[src/rtl/servo_controller_multi_if.sv]
// Command port bundle for servo_controller_multi: write strobe, channel/angle/speed, error pulse.
interface servo_controller_multi_if;
  logic       cmd_valid;
  logic [3:0] cmd_ch;
  logic [7:0] cmd_angle;
  logic [3:0] cmd_speed;
  logic       cmd_err;

  modport master (output cmd_valid, cmd_ch, cmd_angle, cmd_speed, input cmd_err);
  modport slave  (input cmd_valid, cmd_ch, cmd_angle, cmd_speed, output cmd_err);
endinterface

[src/rtl/servo_controller_multi.sv]
// N-channel hobby-servo PWM controller with ramped pulse widths and a shared,
// phase-aligned frame; widths and enables are latched only at frame boundaries.
module servo_controller_multi #(
  parameter int unsigned NUM_CH       = 4,
  parameter int unsigned TICK_DIV     = 1000,
  parameter int unsigned RAMP_DIV     = 5000000,
  parameter int unsigned PERIOD_TICKS = 2000,
  parameter int unsigned MIN_PW       = 70,
  parameter int unsigned MAX_PW       = 230,
  parameter int unsigned INIT_PW      = 150,
  parameter int unsigned ANGLE_MAX    = 180,
  parameter int unsigned SPEED_MAX    = 10,
  parameter int unsigned PW_W         = 12
) (
  input  logic                      clk_100M,
  input  logic                      rst_n,
  servo_controller_multi_if.slave   cmd_if,
  input  logic [NUM_CH-1:0]         ch_en,
  output logic [NUM_CH-1:0]         pwm_out,
  output logic [NUM_CH-1:0]         at_target,
  output logic                      frame_start
);

  localparam int unsigned TickW = (TICK_DIV > 1) ? $clog2(TICK_DIV) : 1;
  localparam int unsigned RampW = (RAMP_DIV > 1) ? $clog2(RAMP_DIV) : 1;
  localparam logic [PW_W-1:0] InitPw = PW_W'(INIT_PW);

  logic [TickW-1:0] r_tick_cnt;
  logic [RampW-1:0] r_ramp_cnt;
  logic [PW_W-1:0]  r_frame_cnt;
  logic             r_frame_start;
  logic             r_cmd_err;

  logic [PW_W-1:0]  r_target [NUM_CH];
  logic [PW_W-1:0]  r_pw     [NUM_CH];
  logic [PW_W-1:0]  r_pw_lat [NUM_CH];
  logic [3:0]       r_speed  [NUM_CH];
  logic [NUM_CH-1:0] r_en_lat;
  logic [NUM_CH-1:0] r_pwm;
  logic [NUM_CH-1:0] r_at_target;

  logic w_pwm_tick;
  logic w_ramp_tick;
  logic w_frame_wrap;

  assign w_pwm_tick   = (r_tick_cnt == TickW'(TICK_DIV - 1));
  assign w_ramp_tick  = (r_ramp_cnt == RampW'(RAMP_DIV - 1));
  assign w_frame_wrap = w_pwm_tick && (r_frame_cnt == PW_W'(PERIOD_TICKS - 1));

  always_ff @(posedge clk_100M or negedge rst_n) begin
    if (!rst_n) begin
      r_tick_cnt    <= '0;
      r_ramp_cnt    <= '0;
      r_frame_cnt   <= '0;
      r_frame_start <= 1'b0;
    end else begin
      r_tick_cnt    <= w_pwm_tick ? '0 : r_tick_cnt + 1'b1;
      r_ramp_cnt    <= w_ramp_tick ? '0 : r_ramp_cnt + 1'b1;
      r_frame_start <= w_frame_wrap;
      if (w_pwm_tick) begin
        r_frame_cnt <= w_frame_wrap ? '0 : r_frame_cnt + 1'b1;
      end
    end
  end

  // Command decode: clamp out-of-range fields and map angle to a pulse width.
  logic            w_ch_ok;
  logic            w_angle_bad;
  logic            w_speed_bad;
  logic [7:0]      w_angle;
  logic [3:0]      w_speed;
  logic [PW_W-1:0] w_cmd_tgt;

  always_comb begin
    w_ch_ok     = 32'(cmd_if.cmd_ch) < NUM_CH;
    w_angle_bad = 32'(cmd_if.cmd_angle) > ANGLE_MAX;
    w_speed_bad = 32'(cmd_if.cmd_speed) > SPEED_MAX;
    w_angle     = w_angle_bad ? 8'(ANGLE_MAX) : cmd_if.cmd_angle;
    w_speed     = w_speed_bad ? 4'(SPEED_MAX) : cmd_if.cmd_speed;
    w_cmd_tgt   = PW_W'(MIN_PW + (32'(w_angle) * (MAX_PW - MIN_PW)) / ANGLE_MAX);
  end

  // Ramp step on a signed difference so the snap-to-target test sees the true distance.
  logic signed [PW_W:0] w_diff   [NUM_CH];
  logic        [PW_W:0] w_mag    [NUM_CH];
  logic [PW_W-1:0]      w_pw_nxt [NUM_CH];

  always_comb begin
    for (int i = 0; i < NUM_CH; i++) begin
      w_diff[i]   = $signed({1'b0, r_target[i]}) - $signed({1'b0, r_pw[i]});
      w_mag[i]    = w_diff[i][PW_W] ? (PW_W + 1)'(-w_diff[i]) : w_diff[i];
      w_pw_nxt[i] = r_pw[i];
      if (r_speed[i] != 4'd0) begin
        if (w_mag[i] <= (PW_W + 1)'(r_speed[i])) begin
          w_pw_nxt[i] = r_target[i];
        end else if (!w_diff[i][PW_W]) begin
          w_pw_nxt[i] = r_pw[i] + PW_W'(r_speed[i]);
        end else begin
          w_pw_nxt[i] = r_pw[i] - PW_W'(r_speed[i]);
        end
      end
    end
  end

  always_ff @(posedge clk_100M or negedge rst_n) begin
    if (!rst_n) begin
      for (int i = 0; i < NUM_CH; i++) begin
        r_target[i] <= InitPw;
        r_pw[i]     <= InitPw;
        r_pw_lat[i] <= InitPw;
        r_speed[i]  <= 4'd0;
      end
      r_en_lat    <= '0;
      r_pwm       <= '0;
      r_at_target <= '1;
      r_cmd_err   <= 1'b0;
    end else begin
      for (int i = 0; i < NUM_CH; i++) begin
        if (w_ramp_tick) begin
          r_pw[i] <= w_pw_nxt[i];
        end
        if (w_frame_wrap) begin
          r_pw_lat[i] <= r_pw[i];
        end
        if (cmd_if.cmd_valid && (cmd_if.cmd_ch == 4'(i))) begin
          r_target[i] <= w_cmd_tgt;
          r_speed[i]  <= w_speed;
        end
        r_at_target[i] <= (r_pw[i] == r_target[i]);
        r_pwm[i]       <= r_en_lat[i] && (r_frame_cnt < r_pw_lat[i]);
      end
      if (w_frame_wrap) begin
        r_en_lat <= ch_en;
      end
      r_cmd_err <= cmd_if.cmd_valid && (!w_ch_ok || w_angle_bad || w_speed_bad);
    end
  end

  assign pwm_out        = r_pwm;
  assign at_target      = r_at_target;
  assign frame_start    = r_frame_start;
  assign cmd_if.cmd_err = r_cmd_err;

endmodule
[src/flat_wrapper.sv]
// flat-port wrapper written by rule: the top's interface ports become plain ports
module servo_controller_multi_flat 
#(
  parameter int unsigned NUM_CH       = 4,
  parameter int unsigned TICK_DIV     = 1000,
  parameter int unsigned RAMP_DIV     = 5000000,
  parameter int unsigned PERIOD_TICKS = 2000,
  parameter int unsigned MIN_PW       = 70,
  parameter int unsigned MAX_PW       = 230,
  parameter int unsigned INIT_PW      = 150,
  parameter int unsigned ANGLE_MAX    = 180,
  parameter int unsigned SPEED_MAX    = 10,
  parameter int unsigned PW_W         = 12
)
  (clk_100M, rst_n, ch_en, pwm_out, at_target, frame_start, cmd_if_cmd_valid, cmd_if_cmd_ch, cmd_if_cmd_angle, cmd_if_cmd_speed, cmd_if_cmd_err);
  servo_controller_multi_if cmd_if_i ();
  input  logic clk_100M;
  input  logic rst_n;
  input  logic [NUM_CH-1:0] ch_en;
  output logic [NUM_CH-1:0] pwm_out;
  output logic [NUM_CH-1:0] at_target;
  output logic frame_start;
  input wire logic [$bits(cmd_if_i.cmd_valid)-1:0] cmd_if_cmd_valid;
  input wire logic [$bits(cmd_if_i.cmd_ch)-1:0] cmd_if_cmd_ch;
  input wire logic [$bits(cmd_if_i.cmd_angle)-1:0] cmd_if_cmd_angle;
  input wire logic [$bits(cmd_if_i.cmd_speed)-1:0] cmd_if_cmd_speed;
  output wire logic [$bits(cmd_if_i.cmd_err)-1:0] cmd_if_cmd_err;
  assign cmd_if_i.cmd_valid = cmd_if_cmd_valid;
  assign cmd_if_i.cmd_ch = cmd_if_cmd_ch;
  assign cmd_if_i.cmd_angle = cmd_if_cmd_angle;
  assign cmd_if_i.cmd_speed = cmd_if_cmd_speed;
  assign cmd_if_cmd_err = cmd_if_i.cmd_err;
  servo_controller_multi #(.NUM_CH(NUM_CH), .TICK_DIV(TICK_DIV), .RAMP_DIV(RAMP_DIV), .PERIOD_TICKS(PERIOD_TICKS), .MIN_PW(MIN_PW), .MAX_PW(MAX_PW), .INIT_PW(INIT_PW), .ANGLE_MAX(ANGLE_MAX), .SPEED_MAX(SPEED_MAX), .PW_W(PW_W)) u_core (.clk_100M(clk_100M), .rst_n(rst_n), .cmd_if(cmd_if_i), .ch_en(ch_en), .pwm_out(pwm_out), .at_target(at_target), .frame_start(frame_start));
endmodule
[config.mk]
export PLATFORM = sky130hd
export DESIGN_NAME = servo_controller_multi_flat
export DESIGN_NICKNAME = d
export VERILOG_FILES = /design/src/rtl/servo_controller_multi_if.sv /design/src/rtl/servo_controller_multi.sv /design/src/flat_wrapper.sv
export SDC_FILE = /design/constraint.sdc
export NUM_CORES = 1
export LEC_CHECK = 0
export ABC_AREA = 1
export BUFFER_PORTS_ARGS = -buffer_cell sky130_fd_sc_hd__buf_2
export CORE_MARGIN = 1
export CORE_UTILIZATION = 65
export CTS_CLUSTER_SIZE = 30
export DETAILED_ROUTE_END_ITERATION = 10
export GPL_ROUTABILITY_DRIVEN = 0
export PLACE_DENSITY = 0.82
export SYNTH_ARGS = -nofsm -noshare
export SYNTH_HDL_FRONTEND = slang
export SYNTH_SLANG_ARGS = --single-unit
[constraint.sdc]
create_clock -name clk_100M -period 5.49 [get_ports clk_100M]
set_clock_uncertainty 0.05 [all_clocks]
set_input_delay 0.549 -clock clk_100M [delete_from_list [all_inputs] [get_ports clk_100M]]
set_output_delay 0.549 -clock clk_100M [all_outputs]
set_load 0.03 [all_outputs]
==> results.toml, run 1 <==
[cells_and_area]
nets = 3056
final_layout_size_suffix_gt1_share_pct = 24.4
finish.utilization_pct = 81.9
diodes = 0
fin_area_sq_mm = 0.0228
area_delta_synth_final_pct = 23.9

[setup_path]
ff2ff_path_depth = 26
start_kind = "input pin"
worst_path_max_delay_cell = "fa_2"
worstSetupPathType = "input pin to flop"
cp_num_buf_inv = 13
cpPeakStageDelay_ns = 0.44
critPathTopFamily = "simple AND/OR/NAND/NOR gates"
cp_max_fo = 8
r2r_end = "u_core.r_pw[10]"
cp.required_ns = 5.86
rrSetupSlack_ns = 0.40
worst_setup_path_end_kind = "flop"
crit_arrival_ns = 9.81
rr_startpoint = "u_core.r_pw[2]"
crit_top_cell = "nand2_2"

[synthesis]
synth_xor_area_share_pct = 5.37
synthSimpleGateAreaFrac_pct = 28.1
synth_cell_types = 64
synthMuxAreaShare_pct = 0.543
yosysWarnings = 0
syn-instance-count = 2562
syn_avg_cell_area_sq_um = 7.19
synth-compound-area-share_pct = 13.9
ys_seq_area_share_pct = 29.0
ys_ff_latch = 211
synth_fa_ha_area_share_pct = 13.0
mappedNetlistArea_sq_mm = 0.0184
synth_top_family_by_area = "simple AND/OR/NAND/NOR gates"
synth_fp_nets = 2771

[sta]
relSlewSlack_pct = 12.2
rsz0062_at_grt = "yes"
setup_ws_ns = -3.94
maxSlewViolCount = 0
finalSetupViolations = 40
fin_crit_sh_pct = 172
layout_min_cycle_time_ns = 9.43
timing.hold.ws_ns = -0.0196
fmax_mhz = 106
finalHoldViolations = 6
worst_pin_slew_ns = 1.31

[routing]
drt_iter0_markers = 1778
drt-total-wl_mm = 57.1
dr.pass1.iters = 8
vias = 19300
ant_nets = 0
viasPerCell = 5.95
drc = 0
wl_per_cell_um = 17.6

[floorplanning]
die_area_sq_mm = 0.0290
initial_core_util_pct = 66.1
io-pin-count = 33
die_w_um = 170
fp.dieH_um = 170
coreArea_sq_mm = 0.0279
rows = 61

[clock_network]
htree_levels = 1
clock-sinks = 211
cts_buffers = 23
cts_buffer_depth = 3
clkLatencyLatePin_ns = 0.52
ctsRootBufferMaster = "clkbuf_16"
ctsHoldBuffers = 0
cts_tree = "yes"
clkTransAtPathRegs_ns = 0.06

[grt]
grt_pass1_vias = 18400
grt-ovfl-total = 0
grt_use_total_pct = 35.9
grt_max_degree = 118
antenna_found_initial = 0
grt_pass1_wl_mm = 84.9

[placed_design]
place_area_sq_mm = 0.0206
dp_hpwl_mm = 37.4
port_buffers = 32

[run_status]
violations = "negative hold slack, negative setup slack"
status = "finished, violations left"

[flow_run]
maxCapViolCount = 0

[hold_path]
hold_path.class = "input pin to async pin"
==> how the worst max path moves through the flow <==
stage	startpoint	slack (ns)	to	depth (start not counted)
final	cmd_if_cmd_angle[7]	-3.94	u_core.r_target[45]	75
after global routing	cmd_if_cmd_angle[7]	-4.25	u_core.r_target[45]	75
after CTS	cmd_if_cmd_angle[5]	-2.81	u_core.r_target[21]	77
after detailed placement	cmd_if_cmd_angle[7]	-3.77	u_core.r_target[0]	75
after global placement	cmd_if_cmd_angle[7]	-3.35	u_core.r_target[24]	73
after floorplan	cmd_if_cmd_angle[7]	-3.47	u_core.r_target[45]	76
==> synthesized netlist by cell type (all sizes together) <==
cell type | number | share of area, %
a2111oi | 7 | 0.33
a211oi | 9 | 0.37
a21boi | 4 | 0.18
a21o | 2 | 0.081
a21oi | 138 | 3.9
a22oi | 7 | 0.29
a311oi | 1 | 0.048
a31oi | 8 | 0.35
a32o | 1 | 0.054
and2 | 5 | 0.17
and3 | 1 | 0.034
and3b | 1 | 0.048
buf | 12 | 0.77
clkbuf | 31 | 0.63
clkinv | 3 | 0.068
dfrtp | 159 | 22
dfstp | 52 | 7.4
fa | 9 | 0.98
ha | 177 | 12
inv | 422 | 8.7
mux2i | 10 | 0.54
nand2 | 629 | 14
nand3 | 151 | 4.7
nand3b | 5 | 0.20
nand4 | 44 | 1.6
nor2 | 198 | 4.8
nor3 | 49 | 1.3
nor3b | 2 | 0.081
nor4 | 20 | 0.68
o2111ai | 1 | 0.048
o211ai | 14 | 0.57
o21a | 3 | 0.12
o21ai | 226 | 6.2
o21bai | 20 | 0.81
o221a | 1 | 0.061
o221ai | 1 | 0.048
o22ai | 3 | 0.10
o31ai | 7 | 0.29
o32ai | 1 | 0.048
or2 | 15 | 0.51
xnor2 | 21 | 1.0
xor2 | 92 | 4.4
==> layout make-up <==
class,instances,area (sq um)
sequential,211,5350
clock inverter,16,246
fill,1710,5030
timing repair buffer,301,2340
inverter,425,1640
clock buffer,25,583
tap,378,473
multi-input combinational,1885,12200
==> per-layer routing <==
layer,GRT usage (%),part of all wire [%],up-vias
met5,0,0,-
met4,19.6,7.0,0
met3,4.05,6.9,328
met2,64.9,49,942
met1,41.4,37,9050
li1,-,-,8976
==> timing repair <==
item,CTS,global route
endpoints found under the setup margin,40,65
resized for setup,99,116
gates cloned,2,1
endpoints found under the hold margin,0,0
pin swaps,80,95
setup buffers,36,33
==> per-stage QoR <==
step           setup WS, ns  instances  TNS, ns
2_1_floorplan         -3.47       2562  -125.21
3_3_place_gp          -3.35       3128  -126.54
6_report              -3.94       3241  -149.98
5_1_grt               -4.25       3241  -160.11
4_1_cts               -2.81       3207  -105.20
3_5_place_dp          -3.77       3128  -141.97
==> cell families (layout without fill, tap and decap cells) <==
family,after synthesis,count (layout)
compound gates,454,454
xor+xnor,113,113
fa+ha+maj,186,186
buf+inv,468,767
flops,211,211
mux,10,10
simple gates,1120,1122
==> worst register-to-register path, stage by stage (launching register included) <==
cell	delay [ns]
dfstp_2	0.54
inv_1	0.08
ha_1	0.39
a21oi_1	0.09
o21bai_1	0.32
a21oi_1	0.17
nor2_1	0.15
a211oi_2	0.07
nor2_2	0.30
inv_1	0.10
buf_4	0.19
nand2_1	0.07
o21ai_0	0.17
fa_1	0.49
a21oi_1	0.20
o21bai_1	0.11
a21oi_1	0.18
o21ai_0	0.13
nand2_1	0.08
inv_1	0.05
or2_2	0.27
a21oi_1	0.20
o21ai_0	0.11
a21oi_1	0.17
xor2_1	0.16
nand3_1	0.11
nand2_1	0.10
==> sequential cells by signal, indices dropped and copies added, names as in the netlist <==
register,count
u_core.at_target,4
u_core.frame_start,1
u_core.r_target,40
u_core.r_tick_cnt,10
u_core.r_speed,16
u_core.cmd_if.cmd_err,1
u_core.pwm_out,4
u_core.r_frame_cnt,12
u_core.r_en_lat,4
u_core.r_pw_lat,48
u_core.r_ramp_cnt,23
u_core.r_pw,48
==> cell usage in the layout (no fill, tap or decap), drive strengths merged, types with 21 or more instances in the layout <==
cell type,n
nand2,631
inv,423
buf,300
o21ai,226
nor2,198
ha,177
dfrtp,159
nand3,151
a21oi,138
xor2,92
dfstp,52
nor3,49
nand4,44
clkbuf,26
xnor2,21
Power of run 1 is not shown: default switching activity piles up to over one toggle a cycle in this logic, so the estimate is an artifact.
==> run 2, diff against run 1 <==
--- a/config.mk
+++ b/config.mk
@@ -7,12 +7,15 @@
 export LEC_CHECK = 0
 export ABC_AREA = 1
 export BUFFER_PORTS_ARGS = -buffer_cell sky130_fd_sc_hd__buf_2
+export CELL_PAD_IN_SITES_DETAIL_PLACEMENT = 1
+export CELL_PAD_IN_SITES_GLOBAL_PLACEMENT = 1
 export CORE_MARGIN = 1
-export CORE_UTILIZATION = 65
+export CORE_UTILIZATION = 48
 export CTS_CLUSTER_SIZE = 30
 export DETAILED_ROUTE_END_ITERATION = 10
 export GPL_ROUTABILITY_DRIVEN = 0
-export PLACE_DENSITY = 0.82
+export HOLD_SLACK_MARGIN = 0.02
+export PLACE_DENSITY_LB_ADDON = 0.1
 export SYNTH_ARGS = -nofsm -noshare
 export SYNTH_HDL_FRONTEND = slang
 export SYNTH_SLANG_ARGS = --single-unit
==> run 2 against run 1 <==
  * The run ends with negative setup slack left
  * First-iteration DRC count decreased by 40%
  * Worst hold slack improved by 0.043 ns
  * Register-to-register slack got worse by 0.45 ns
  * Critical endpoint is now u_core.r_target[32]
  * Highest routed layer unchanged
==> results.toml, run 2 (synthesized netlist as in run 1, its figures left out) <==
[run_status]
status = "finished, violations left"
violations = "negative setup slack"

[routing]
wl_per_cell_um = 23.1
dr.pass1.iters = 7
vias = 20300
viasPerCell = 5.94
drt_iter0_markers = 1060
drc = 0
ant_nets = 0
drt-total-wl_mm = 78.6

[clock_network]
cts_tree = "yes"
clkTransAtPathRegs_ns = 0.08
cts_buffers = 23
clock-sinks = 211
clkLatencyLatePin_ns = 0.52
htree_levels = 1
ctsRootBufferMaster = "clkbuf_16"
cts_buffer_depth = 3

[setup_path]
startpoint = "cmd_if_cmd_angle[7]"
worstSetupPathType = "input pin to flop"
crit_top_cell = "nand2_1"
cp.required_ns = 5.90
crit_arrival_ns = 10.34
cp_max_fo = 8
rr_startpoint = "u_core.r_pw[25]"
worst_path_max_delay_cell = "fa_2"
worst_setup_path_end_kind = "flop"
cpPeakStageDelay_ns = 0.46
start_kind = "input pin"

[cells_and_area]
diodes = 0
area_delta_synth_final_pct = 27.3
fill_cells = 4739
final_common_cell = "nand2_1"
reg.largest.list = "u_core.r_pw x48, u_core.r_pw_lat x48, u_core.r_target x40"
final_layout_size_suffix_gt1_share_pct = 26.9
finish.utilization_pct = 62.1
multi_input_area_sq_mm = 0.0125
nets = 3091
final_cell_mix = "nand2_1, inv_1, buf_4, o21ai_0, ha_1"
ff_latch_area_sq_mm = 0.00535

[sta]
maxSlewViolCount = 0
relSlewSlack_pct = 4.69
finalHoldViolations = 0
fmax_mhz = 101
finalSetupTns_ns = -166.73
setup_ws_ns = -4.44
rsz0062_at_grt = "yes"
worst_pin_slew_ns = 1.42
layout_min_cycle_time_ns = 9.93
fin_crit_sh_pct = 181
finalSetupViolations = 46

[floorplanning]
fp.dieH_um = 198
die_w_um = 198
initial_core_util_pct = 48.8
io-pin-count = 33
rows = 71
coreArea_sq_mm = 0.0378
die_area_sq_mm = 0.0392

[placed_design]
dp_hpwl_mm = 46.2
port_buffers = 32
post-place-ws_ns = -4.04

[flow_run]
maxCapViolCount = 0

[grt]
grt_max_degree = 106
grt_pass1_vias = 21100
grt-ovfl-total = 0
grt_use_total_pct = 35.2
antenna_found_initial = 0
grt_pass1_wl_mm = 109

[hold_path]
hold_path.class = "input pin to async pin"
==> run 2: worst max-delay path, delay by kind of cell <==
family          cells  cell delay, ns
compound gates      5            1.04
simple gates       46            5.86
fa+ha+maj           4            1.03
buf+inv            14            1.79
==> run 2: path summary, 6_finish.rpt <==
path | endpoint | slack [ns] | depth (start not counted)
worst max-delay path | u_core.r_target[32] | -4.44 | 69
worst min register to register | u_core.r_tick_cnt[0] | 0.43 | 1
worst min-delay path | u_core.r_ramp_cnt[16] | 0.02 | 1
max in group asynchronous | u_core.r_pw[27] | 4.06 | 2
min in group clk_100M | u_core.r_en_lat[0] | 0.19 | 3
worst max register to register | u_core.r_pw[33] | -0.05 | 27
==> run 2: through the flow <==
| step | instance area [sq um] | instances | hold WS, ns |
|---|---|---|---|
| after detailed placement | 20800 | 3272 | 0.411 |
| after global placement | 20800 | 3272 | 0.394 |
| after CTS | 22500 | 3372 | 0.0743 |
| after floorplan | 18700 | 2562 | 0.203 |
| final | 23500 | 3409 | 0.0233 |
| after global routing | 23500 | 3409 | 0.0939 |
==> run 2: routing by layer <==
metal / vias up / share of wire (%) / global-route usage, % / wire length, um
li1: 9012 / - / - / -
met1: 9876 / 37 / 38.6 / 29200
met2: 869 / 49 / 65.7 / 38700
met3: 502 / 5.0 / 3.78 / 3920
met4: 0 / 8.7 / 20.1 / 6870
met5: - / 0 / 0 / 0
==> run 2: timing repair <==
action                                  4_1_cts  5_1_grt
pin swaps                                   100       93
resized for setup                           143      173
hold buffers                                  0        0
cloned                                        2        1
endpoints found under the setup margin       40       63
setup buffers                                59       39
==> run 2: cell type report <==
cell class              count  area share [%]
multi-input cells        1886            53.4
flip-flops and latches    211            22.8
repair buffers            335            11.1
inverters                 425            7.01
well taps                 511            2.73
clock buffers              30            2.65
clock inverters            11           0.283
Power of run 2 is left out for the same reason.
==> run 3, diff against run 2 <==
--- a/config.mk
+++ b/config.mk
@@ -15,7 +15,7 @@
 export DETAILED_ROUTE_END_ITERATION = 10
 export GPL_ROUTABILITY_DRIVEN = 0
 export HOLD_SLACK_MARGIN = 0.02
-export PLACE_DENSITY_LB_ADDON = 0.1
+export PLACE_DENSITY = 0.91
 export SYNTH_ARGS = -nofsm -noshare
 export SYNTH_HDL_FRONTEND = slang
 export SYNTH_SLANG_ARGS = --single-unit
==> run 3 against run 2 <==
  * The flow finishes with violations (negative hold slack, max-capacitance violations, max-slew violations, negative setup slack)
  * Final cell count about the same
  * Count of clock-buffer cells in the layout increased by 7
  * Cell area grew 0.39%
  * Fmax is 1.9% lower
  * Worst hold slack got worse by 0.091 ns
  * Core utilization increased by 0.25 points
  * Worst setup slack lost 0.19 ns
  * Critical path type unchanged
==> results.toml, run 3 (synthesized netlist as in run 1, its figures left out) <==
[run_status]
status = "finished, violations left"
violations = "negative hold slack, max-capacitance violations, max-slew violations, negative setup slack"

[setup_path]
worst_setup_path_end_kind = "flop"
worst-path-stages = 73
start_kind = "input pin"
r2r_end = "u_core.r_pw[34]"
cp_num_buf_inv = 12
rrSetupSlack_ns = -0.39
worstSetupPathType = "input pin to flop"
crit_arrival_ns = 10.49
cp.required_ns = 5.86
critPathTopFamily = "simple AND/OR/NAND/NOR gates"
cp_max_fo = 8
worst_path_max_delay_cell = "a21oi_1"
ff2ff_path_depth = 28
rr_startpoint = "u_core.r_pw[25]"
cpPeakStageDelay_ns = 0.47
crit_top_cell = "nand2_2"

[cells_and_area]
final_cell_mix = "nand2_1, inv_1, buf_4, o21ai_0, ha_1"
final_common_cell = "nand2_1"
instances_no_fill = 3406
area_delta_synth_final_pct = 27.8
final_layout_size_suffix_gt1_share_pct = 27.1
nets = 3079
reg.largest.list = "u_core.r_pw x48, u_core.r_pw_lat x48, u_core.r_target x40"

[grt]
grt_use_total_pct = 41.8
grt-ovfl-total = 0
antenna_found_initial = 15
grt_max_degree = 116
grt_pass1_wl_mm = 127
grt_pass1_vias = 23300

[clock_network]
ctsRootBufferMaster = "clkbuf_16"
cts_buffers = 24
clock-sinks = 211
cts_tree = "yes"
htree_levels = 1
clkLatencyLatePin_ns = 0.55
clkTransAtPathRegs_ns = 0.07
cts_buffer_depth = 3
ctsHoldBuffers = 0

[sta]
finalSetupViolations = 59
fmax_mhz = 98.8
worst_pin_slew_ns = 1.65
setup_ws_ns = -4.63
maxSlewViolCount = 9
rsz0062_at_grt = "yes"
layout_min_cycle_time_ns = 10.12
finalHoldViolations = 13
timing.hold.ws_ns = -0.0678
fin_crit_sh_pct = 184
relSlewSlack_pct = -10.5

[placed_design]
post-place-cells = 3266
post-place-ws_ns = -4.36
dp_hpwl_mm = 50.3
port_buffers = 32

[routing]
wl_per_cell_um = 28.6
vias = 22400
viasPerCell = 6.57
dr.pass1.iters = 6
drt_iter0_markers = 2072
drt-total-wl_mm = 97.2
ant_nets = 0
drc = 0

[floorplanning]
initial_core_util_pct = 48.8
io-pin-count = 33
fp.dieH_um = 198
die_area_sq_mm = 0.0392
rows = 71
die_w_um = 198
coreArea_sq_mm = 0.0378

[hold_path]
hold_path.class = "input pin to async pin"

[flow_run]
maxCapViolCount = 1
==> run 3: changes by cell type in the layout (fill, tap and decap cells not counted), moves of 7 or more <==
cell,before,now
buf_4,273,264
o21ai_1,18,30
diode_2,0,7
o21ai_2,29,20
==> run 3: repair_timing <==
item,4_1_cts,5_1_grt
resized for setup,122,203
cloned,1,2
pin swaps,61,105
setup endpoints to repair,54,78
setup buffers,42,44
==> run 3: cell type report <==
cell class                 count  area (sq um)
clock buffer                  37           731
timing repair buffer         322          2490
multi-input combinational   1886         12600
fill                        4669         14200
inverter                     425          1650
antenna                        7          17.5
clock inverter                 7          87.6
sequential                   211          5350
tap                          511           639
==> run 3: per-stage QoR <==
stage	utilization (%)	hold slack (ns)	area, sq um	TNS (ns)
6_report	62.4	-0.0678	23600	-178.23
5_1_grt	62.3	0.0173	23500	-205.78
4_1_cts	59.4	0.0225	22400	-118.32
3_5_place_dp	55.2	0.421	20800	-163.55
3_3_place_gp	55.2	0.397	20800	-128.09
2_1_floorplan	-	0.203	18700	-125.21
==> run 3: worst max-delay path by stage <==
stage | end | from | slack (ns)
2_1_floorplan | u_core.r_target[45] | cmd_if_cmd_angle[7] | -3.47
3_3_place_gp | u_core.r_target[36] | cmd_if_cmd_angle[7] | -3.41
3_5_place_dp | u_core.r_target[45] | cmd_if_cmd_angle[7] | -4.36
4_1_cts | u_core.r_target[33] | cmd_if_cmd_angle[5] | -3.22
5_1_grt | u_core.r_target[0] | cmd_if_cmd_angle[5] | -5.22
6_report | u_core.r_target[0] | cmd_if_cmd_angle[5] | -4.63
==> run 3: routing by layer <==
metal	vias to the layer above	GRT usage, %	wire length, um
met3	947	8.18	9750
met4	14	36.3	12300
met1	10700	40.8	30200
met5	-	0	201
li1	9006	-	-
met2	1682	75.5	44800
Power of run 3 is left out for the same reason.
